## src/rtl/vga_vram_scanout.sv

```systemverilog
// VRAM scan-out engine: bit-addressed framebuffer with byte-enabled writes, frame-shadowed
// config, modulo-wrapped scrolling, row-match pulse and a blank/frame CPU wait handshake.
module vga_vram_scanout #(
    parameter int unsigned PIXEL_COUNT = 320,
    parameter int unsigned IDX_W       = 9,
    parameter int unsigned CNT_W       = 7,
    parameter int unsigned WADDR_W     = 4
) (
    input  logic               clk_i,
    input  logic               rst_i,
    input  logic               vram_we_i,
    input  logic [WADDR_W-1:0] vram_waddr_i,
    input  logic [31:0]        vram_wdata_i,
    input  logic [3:0]         vram_be_i,
    input  logic [23:0]        palette_i,
    input  logic               bpp2_i,
    input  logic [CNT_W-1:0]   x_rep_i,
    input  logic [CNT_W-1:0]   y_rep_i,
    input  logic [IDX_W-1:0]   stride_i,
    input  logic [IDX_W-1:0]   start_idx_i,
    input  logic [7:0]         match_row_i,
    input  logic               blank_i,
    input  logic               new_scanline_i,
    input  logic               new_frame_i,
    input  logic               wait_req_i,
    input  logic               wait_sel_i,
    output logic [5:0]         rgb_o,
    output logic [IDX_W-1:0]   vram_idx_o,
    output logic [7:0]         row_o,
    output logic               row_done_o,
    output logic               row_match_o,
    output logic               stall_o
);

    localparam int unsigned    NumWords = PIXEL_COUNT / 32;
    localparam logic [IDX_W:0] PixCnt   = (IDX_W+1)'(PIXEL_COUNT);

    logic [PIXEL_COUNT-1:0] vram_q;

    logic             bpp2_q, bpp2_d;
    logic [CNT_W-1:0] x_rep_q, x_rep_d;
    logic [CNT_W-1:0] y_rep_q, y_rep_d;
    logic [IDX_W-1:0] stride_q, stride_d;
    logic [IDX_W-1:0] start_q, start_d;

    logic [IDX_W-1:0] idx_q, idx_d;
    logic [IDX_W-1:0] line_base_q, line_base_d;
    logic [CNT_W-1:0] px_q, px_d;
    logic [CNT_W-1:0] py_q, py_d;
    logic [7:0]       row_q, row_d;
    logic             row_done_q, row_done_d;
    logic             row_match_q, row_match_d;
    logic [5:0]       rgb_q, rgb_d;
    logic             stall_q, stall_d;
    logic             wait_sel_q, wait_sel_d;
    logic             blank_q;

    logic [IDX_W-1:0] stride_ld, start_ld, step, next_base, idx_hi;
    logic [1:0]       ci;

    // Wrapping add; both operands are always below PIXEL_COUNT so one subtraction suffices.
    function automatic logic [IDX_W-1:0] adv(input logic [IDX_W-1:0] a,
                                             input logic [IDX_W-1:0] b);
        logic [IDX_W:0] sum;
        sum = {1'b0, a} + {1'b0, b};
        if (sum >= PixCnt) sum = sum - PixCnt;
        return sum[IDX_W-1:0];
    endfunction

    always_ff @(posedge clk_i) begin
        if (vram_we_i) begin
            for (int w = 0; w < NumWords; w++) begin
                for (int b = 0; b < 4; b++) begin
                    if (vram_waddr_i == WADDR_W'(w) && vram_be_i[b]) begin
                        vram_q[32*w + 8*b +: 8] <= vram_wdata_i[8*b +: 8];
                    end
                end
            end
        end
    end

    always_comb begin
        stride_ld = ({1'b0, stride_i} >= PixCnt) ? '0 : stride_i;
        start_ld  = ({1'b0, start_idx_i} >= PixCnt) ? '0 : start_idx_i;
        if (bpp2_i) begin
            stride_ld[0] = 1'b0;
            start_ld[0]  = 1'b0;
        end
        step      = bpp2_q ? IDX_W'(2) : IDX_W'(1);
        next_base = adv(line_base_q, stride_q);
    end

    always_comb begin
        bpp2_d      = bpp2_q;
        x_rep_d     = x_rep_q;
        y_rep_d     = y_rep_q;
        stride_d    = stride_q;
        start_d     = start_q;
        idx_d       = idx_q;
        line_base_d = line_base_q;
        px_d        = px_q;
        py_d        = py_q;
        row_d       = row_q;
        row_done_d  = 1'b0;
        row_match_d = 1'b0;

        if (new_frame_i) begin
            bpp2_d      = bpp2_i;
            x_rep_d     = x_rep_i;
            y_rep_d     = y_rep_i;
            stride_d    = stride_ld;
            start_d     = start_ld;
            idx_d       = start_ld;
            line_base_d = start_ld;
            px_d        = '0;
            py_d        = '0;
            row_d       = '0;
        end else if (new_scanline_i) begin
            px_d = '0;
            if (py_q == y_rep_q) begin
                py_d        = '0;
                line_base_d = next_base;
                idx_d       = next_base;
                row_d       = (row_q == 8'hFF) ? row_q : row_q + 8'd1;
                row_done_d  = 1'b1;
                row_match_d = (row_d == match_row_i);
            end else begin
                py_d  = py_q + CNT_W'(1);
                idx_d = line_base_q;
            end
        end else if (blank_i) begin
            px_d = '0;
        end else if (px_q == x_rep_q) begin
            px_d  = '0;
            idx_d = adv(idx_q, step);
        end else begin
            px_d = px_q + CNT_W'(1);
        end
    end

    always_comb begin
        idx_hi = idx_q + IDX_W'(1);
        ci[0]  = vram_q[idx_q];
        ci[1]  = bpp2_q && ({1'b0, idx_hi} < PixCnt) ? vram_q[idx_hi] : 1'b0;
        rgb_d  = '0;
        if (!blank_i) begin
            unique case (ci)
                2'd0: rgb_d = palette_i[5:0];
                2'd1: rgb_d = palette_i[11:6];
                2'd2: rgb_d = palette_i[17:12];
                2'd3: rgb_d = palette_i[23:18];
            endcase
        end
    end

    // A new request always wins, so the request cycle itself can never release the wait.
    always_comb begin
        stall_d    = stall_q;
        wait_sel_d = wait_sel_q;
        if (wait_req_i) begin
            stall_d    = 1'b1;
            wait_sel_d = wait_sel_i;
        end else if (stall_q) begin
            if (!wait_sel_q && blank_i && !blank_q) stall_d = 1'b0;
            if (wait_sel_q && new_frame_i)          stall_d = 1'b0;
        end
    end

    always_ff @(posedge clk_i) begin
        if (rst_i) begin
            bpp2_q      <= 1'b0;
            x_rep_q     <= CNT_W'(51);
            y_rep_q     <= CNT_W'(1);
            stride_q    <= IDX_W'(20);
            start_q     <= '0;
            idx_q       <= '0;
            line_base_q <= '0;
            px_q        <= '0;
            py_q        <= '0;
            row_q       <= '0;
            row_done_q  <= 1'b0;
            row_match_q <= 1'b0;
            rgb_q       <= '0;
            stall_q     <= 1'b0;
            wait_sel_q  <= 1'b0;
            blank_q     <= 1'b0;
        end else begin
            bpp2_q      <= bpp2_d;
            x_rep_q     <= x_rep_d;
            y_rep_q     <= y_rep_d;
            stride_q    <= stride_d;
            start_q     <= start_d;
            idx_q       <= idx_d;
            line_base_q <= line_base_d;
            px_q        <= px_d;
            py_q        <= py_d;
            row_q       <= row_d;
            row_done_q  <= row_done_d;
            row_match_q <= row_match_d;
            rgb_q       <= rgb_d;
            stall_q     <= stall_d;
            wait_sel_q  <= wait_sel_d;
            blank_q     <= blank_i;
        end
    end

    assign rgb_o       = rgb_q;
    assign vram_idx_o  = idx_q;
    assign row_o       = row_q;
    assign row_done_o  = row_done_q;
    assign row_match_o = row_match_q;
    assign stall_o     = stall_q;

endmodule

```

## config.mk

```make
export PLATFORM = sky130hd
export DESIGN_NAME = vga_vram_scanout
export DESIGN_NICKNAME = d
export VERILOG_FILES = /design/src/rtl/vga_vram_scanout.sv
export SDC_FILE = /design/constraint.sdc
export NUM_CORES = 1
export LEC_CHECK = 0
export BUFFER_PORTS_ARGS = -buffer_cell sky130_fd_sc_hd__buf_2
export CORE_ASPECT_RATIO = 0.7
export CORE_UTILIZATION = 30
export CTS_BUF_LIST = sky130_fd_sc_hd__clkbuf_4
export DETAILED_ROUTE_END_ITERATION = 6
export GPL_TIMING_DRIVEN = 0
export PLACE_DENSITY = 0.51
export REMOVE_ABC_BUFFERS = 1
export SYNTH_ARGS = -nofsm -noshare
export SYNTH_HDL_FRONTEND = slang
export SYNTH_SLANG_ARGS = --single-unit
```

## constraint.sdc

```tcl
create_clock -name clk_i -period 5.35 [get_ports clk_i]
set_input_delay 0.8025 -clock clk_i [delete_from_list [all_inputs] [get_ports clk_i]]
set_output_delay 0.8025 -clock clk_i [all_outputs]
set_load 0.005 [all_outputs]
```

==> metrics <==
run status complete, no violations; fin util 0.349; grt total ovfl 0; worst IR drop on VDD 173 µV; Worst Hold Path Cells 2; sequential share of the synthesized area 0.562; Tightest Hold Check Type primary input to flop; Period minus WS final 5.03 ns; Post-synth top cells edfxtp_1 (320), mux4_2 (174), nor2_1 (111), nand2_1 (77), dfxtp_1 (75); routed vias 12.7k; CP endpoint kind flop; Area contributors post-synth edfxtp_1 (49%), mux4_2 (20%), dfxtp_1 (7.6%); Post-Synthesis Cell Area 0.0198 mm²; CTS buffer count 101; placed insts 2230; synthesis-stage register bit count 395; Sw Ratio 0.268; Max Slew Vio Count 0; die height 217 µm; Slew HR 0.0943; power per cell area 308 mW/mm²; cell taking the most area after synthesis edfxtp_1; final period utilization 0.940; Overall Global Routing Usage 0.168; Ports 139; met1 Use GR 0.236; share of cells above drive strength 1 0.334; core footprint 0.0649 mm²; Worst Skew 0.0530 ns; min-delay src x_rep_i[5]; Final WS setup 0.321 ns; Main synth FF type edfxtp_1; RSZ-0062 raised after global routing no; Initial DRT Pass Iterations 7; GR peak layer met2; flop2flop setup slack 0.32 ns; Worst-Skew Late Latency 0.91 ns; switching pwr 1870 µW; clock share of power 0.370; largest net degree at the start of global routing 56; combinational cell fraction of total power 0.138; Seq pwr share 0.493; startpoint types flop; CTS tree done; Avg Synthesized Cell Area 15.4 µm²; I/O Buffers 138; Cell variety after synth 73; Max-cap violations 0; initial drt markers 1226; critical path startpoint vram_idx_o[0]$_SDFFE_PP0P_; Hold-fix buffers, CTS 0; first-pass GRT wire length 82300 µm; fin area 0.0226 mm²; CTS H-tree lvls 3; number of cell rows 78; top-count cell post-synth edfxtp_1; GR Util met2 0.246; final cell count without fillers 2408; Hold Path End x_rep_q[5]$_SDFFE_PP1P_; wire per inst 23.2 µm; Worst Reg-to-Reg Cells 11; root buf cell clkbuf_4; Syn Inst Count 1281; Worst Path Required 6.06 ns; Fin. Hold Viols 0; clock sink count 395; CTS max path bufs 3; HPWL after DPL 38400 µm; Vias/cell 5.27; Placement Cell Area 0.0213 mm²; Synth top area share 0.486; YS warnings 0; setup TNS 0 ns; FMAX 199 MHz; die area 0.0669 mm²; vias in the first global route 12.7k; Reg-to-Reg End rgb_o[5]$_SDFF_PP0_; Leakage 0.00741 µW; die width 309 µm; Final GP Congestion 0.825; Final ANT Viol Nets 0; Final nets 1590; EDFF count, synth 320; routed wire length 56000 µm; setup violators final 0; Crit Path Class flop to flop; Least-Margin Pin Slew 1.36 ns; fraction of registers with async set/reset 0; WP data arrival 5.74 ns; number of remaining DRC errors 0; reg2reg start vram_idx_o[0]$_SDFFE_PP0P_; Reg clk slew, reported paths 0.07 ns; met3 usage in global routing 0.0505; Place WS -0.193 ns; internal power 5100 µW; worst-path maximum fanout 55; Starting Density 0.304; synth-to-layout area growth 14.6%; Fillers 6234; number of antenna violations at the first check in global routing 2
[cell usage in the layout, fill, tap and decap left out, types with 4 or more instances in the layout]
master	Yosys	routed
nor2b_1	21	21
nand3_1	30	30
dfxtp_1	75	70
o21ai_0	30	30
or3_1	5	5
a211o_1	8	8
and3_1	5	5
buf_2	25	138
clkbuf_4	0	139
mux4_1	7	7
ha_1	19	18
mux4_2	174	174
a311oi_1	10	10
and2_1	4	4
nor3_1	15	15
xor2_1	23	22
clkinv_2	0	9
mux2i_1	53	53
a21oi_1	40	40
a211oi_1	7	7
a2111oi_0	8	8
o211ai_1	8	8
clkinv_1	1	19
xnor2_1	34	32
a31oi_1	9	9
a221oi_2	4	4
and2b_1	4	4
nor2_1	111	111
buf_16	0	6
o21bai_1	4	4
nand4_1	11	11
inv_1	19	19
mux2_2	4	4
edfxtp_1	320	320
nand2_1	77	77
[stage by stage]
stage / total power (µW) / hold WS, ns
2_1_floorplan: 4110 / 0.436
3_3_place_gp: 4510 / 0.467
3_5_place_dp: 4460 / 0.475
4_1_cts: 7070 / 0.0444
5_1_grt: 7290 / 0.0755
6_report: 6980 / 0.148
[cell type report]
type                       instances  area, µm²  area share
clock buffer                     139       1040      0.0461
sequential                       395      11100       0.492
clock inverter                    34        209     0.00923
inverter                          20       75.1     0.00332
timing repair buffer             153        975      0.0431
tap                              880       1100      0.0487
antenna                            2       5.00    0.000221
multi-input combinational        785       8100       0.358
[critical path, stage by stage, from the launching register on]
cell and delay (ns):
dfxtp_4 0.60, buf_16 0.29, buf_16 0.30, buf_16 0.33, mux4_2 0.59, mux4_2 0.48
a211oi_1 0.71, nor3_1 0.20, a41oi_4 0.67, and2b_1 0.26, a221oi_1 0.22, a311oi_1 0.08
[logic make-up after synthesis]
| kind of cell | Yosys count | synth area share |
|---|---|---|
| flip-flops | 395 | 0.562 |
| multiplexers | 239 | 0.237 |
| AND/OR/NAND/NOR | 303 | 0.0708 |
| AO/OA/AOI/OAI | 165 | 0.0598 |
| buffers and inverters | 101 | 0.0303 |
| XOR/XNOR | 57 | 0.0253 |
| adder cells (fa/ha/maj) | 21 | 0.0141 |
[metal layers]
layer	vias up	wire, µm
met4	0	1060
met5	-	0
met1	6512	25000
li1	5582	-
met3	80	4880
met2	513	25100
[state kept, by name, summed over array words and instances (netlist names)]
name	flops
y_rep_q	7
rgb_o	6
blank_q	1
line_base_q	9
wait_sel_q	1
vram_q	320
stride_q	9
bpp2_q	1
px_q	7
row_done_o	1
py_q	7
row_o	8
vram_idx_o	9
x_rep_q	7
row_match_o	1
stall_o	1
[what timing repair did]
action / CTS / global route
setup buffers: 2 / 1
setup endpoints to repair: 6 / 6
gates resized for setup: 0 / 2
pin swaps: 1 / 0
[worst max-delay path by stage]
stage | to | slack (ns)
5_1_grt | rgb_o[5]$_SDFF_PP0_ | 0.13
4_1_cts | rgb_o[5]$_SDFF_PP0_ | 0.07
3_3_place_gp | rgb_o[0]$_SDFF_PP0_ | -8.53
6_report | rgb_o[5]$_SDFF_PP0_ | 0.32
3_5_place_dp | rgb_o[5]$_SDFF_PP0_ | -0.19
2_1_floorplan | rgb_o[0]$_SDFF_PP0_ | -4.43
[power groups by stage]
stage / logic (µW) / clock network [µW] / registers, µW
floorplan: 585 / 0 / 3530
global placement: 943 / 0 / 3570
detailed placement: 947 / 0 / 3510
CTS: 955 / 2670 / 3440
global route: 1030 / 2820 / 3440
finish: 960 / 2580 / 3440
Power figures use the tool's default switching activity.
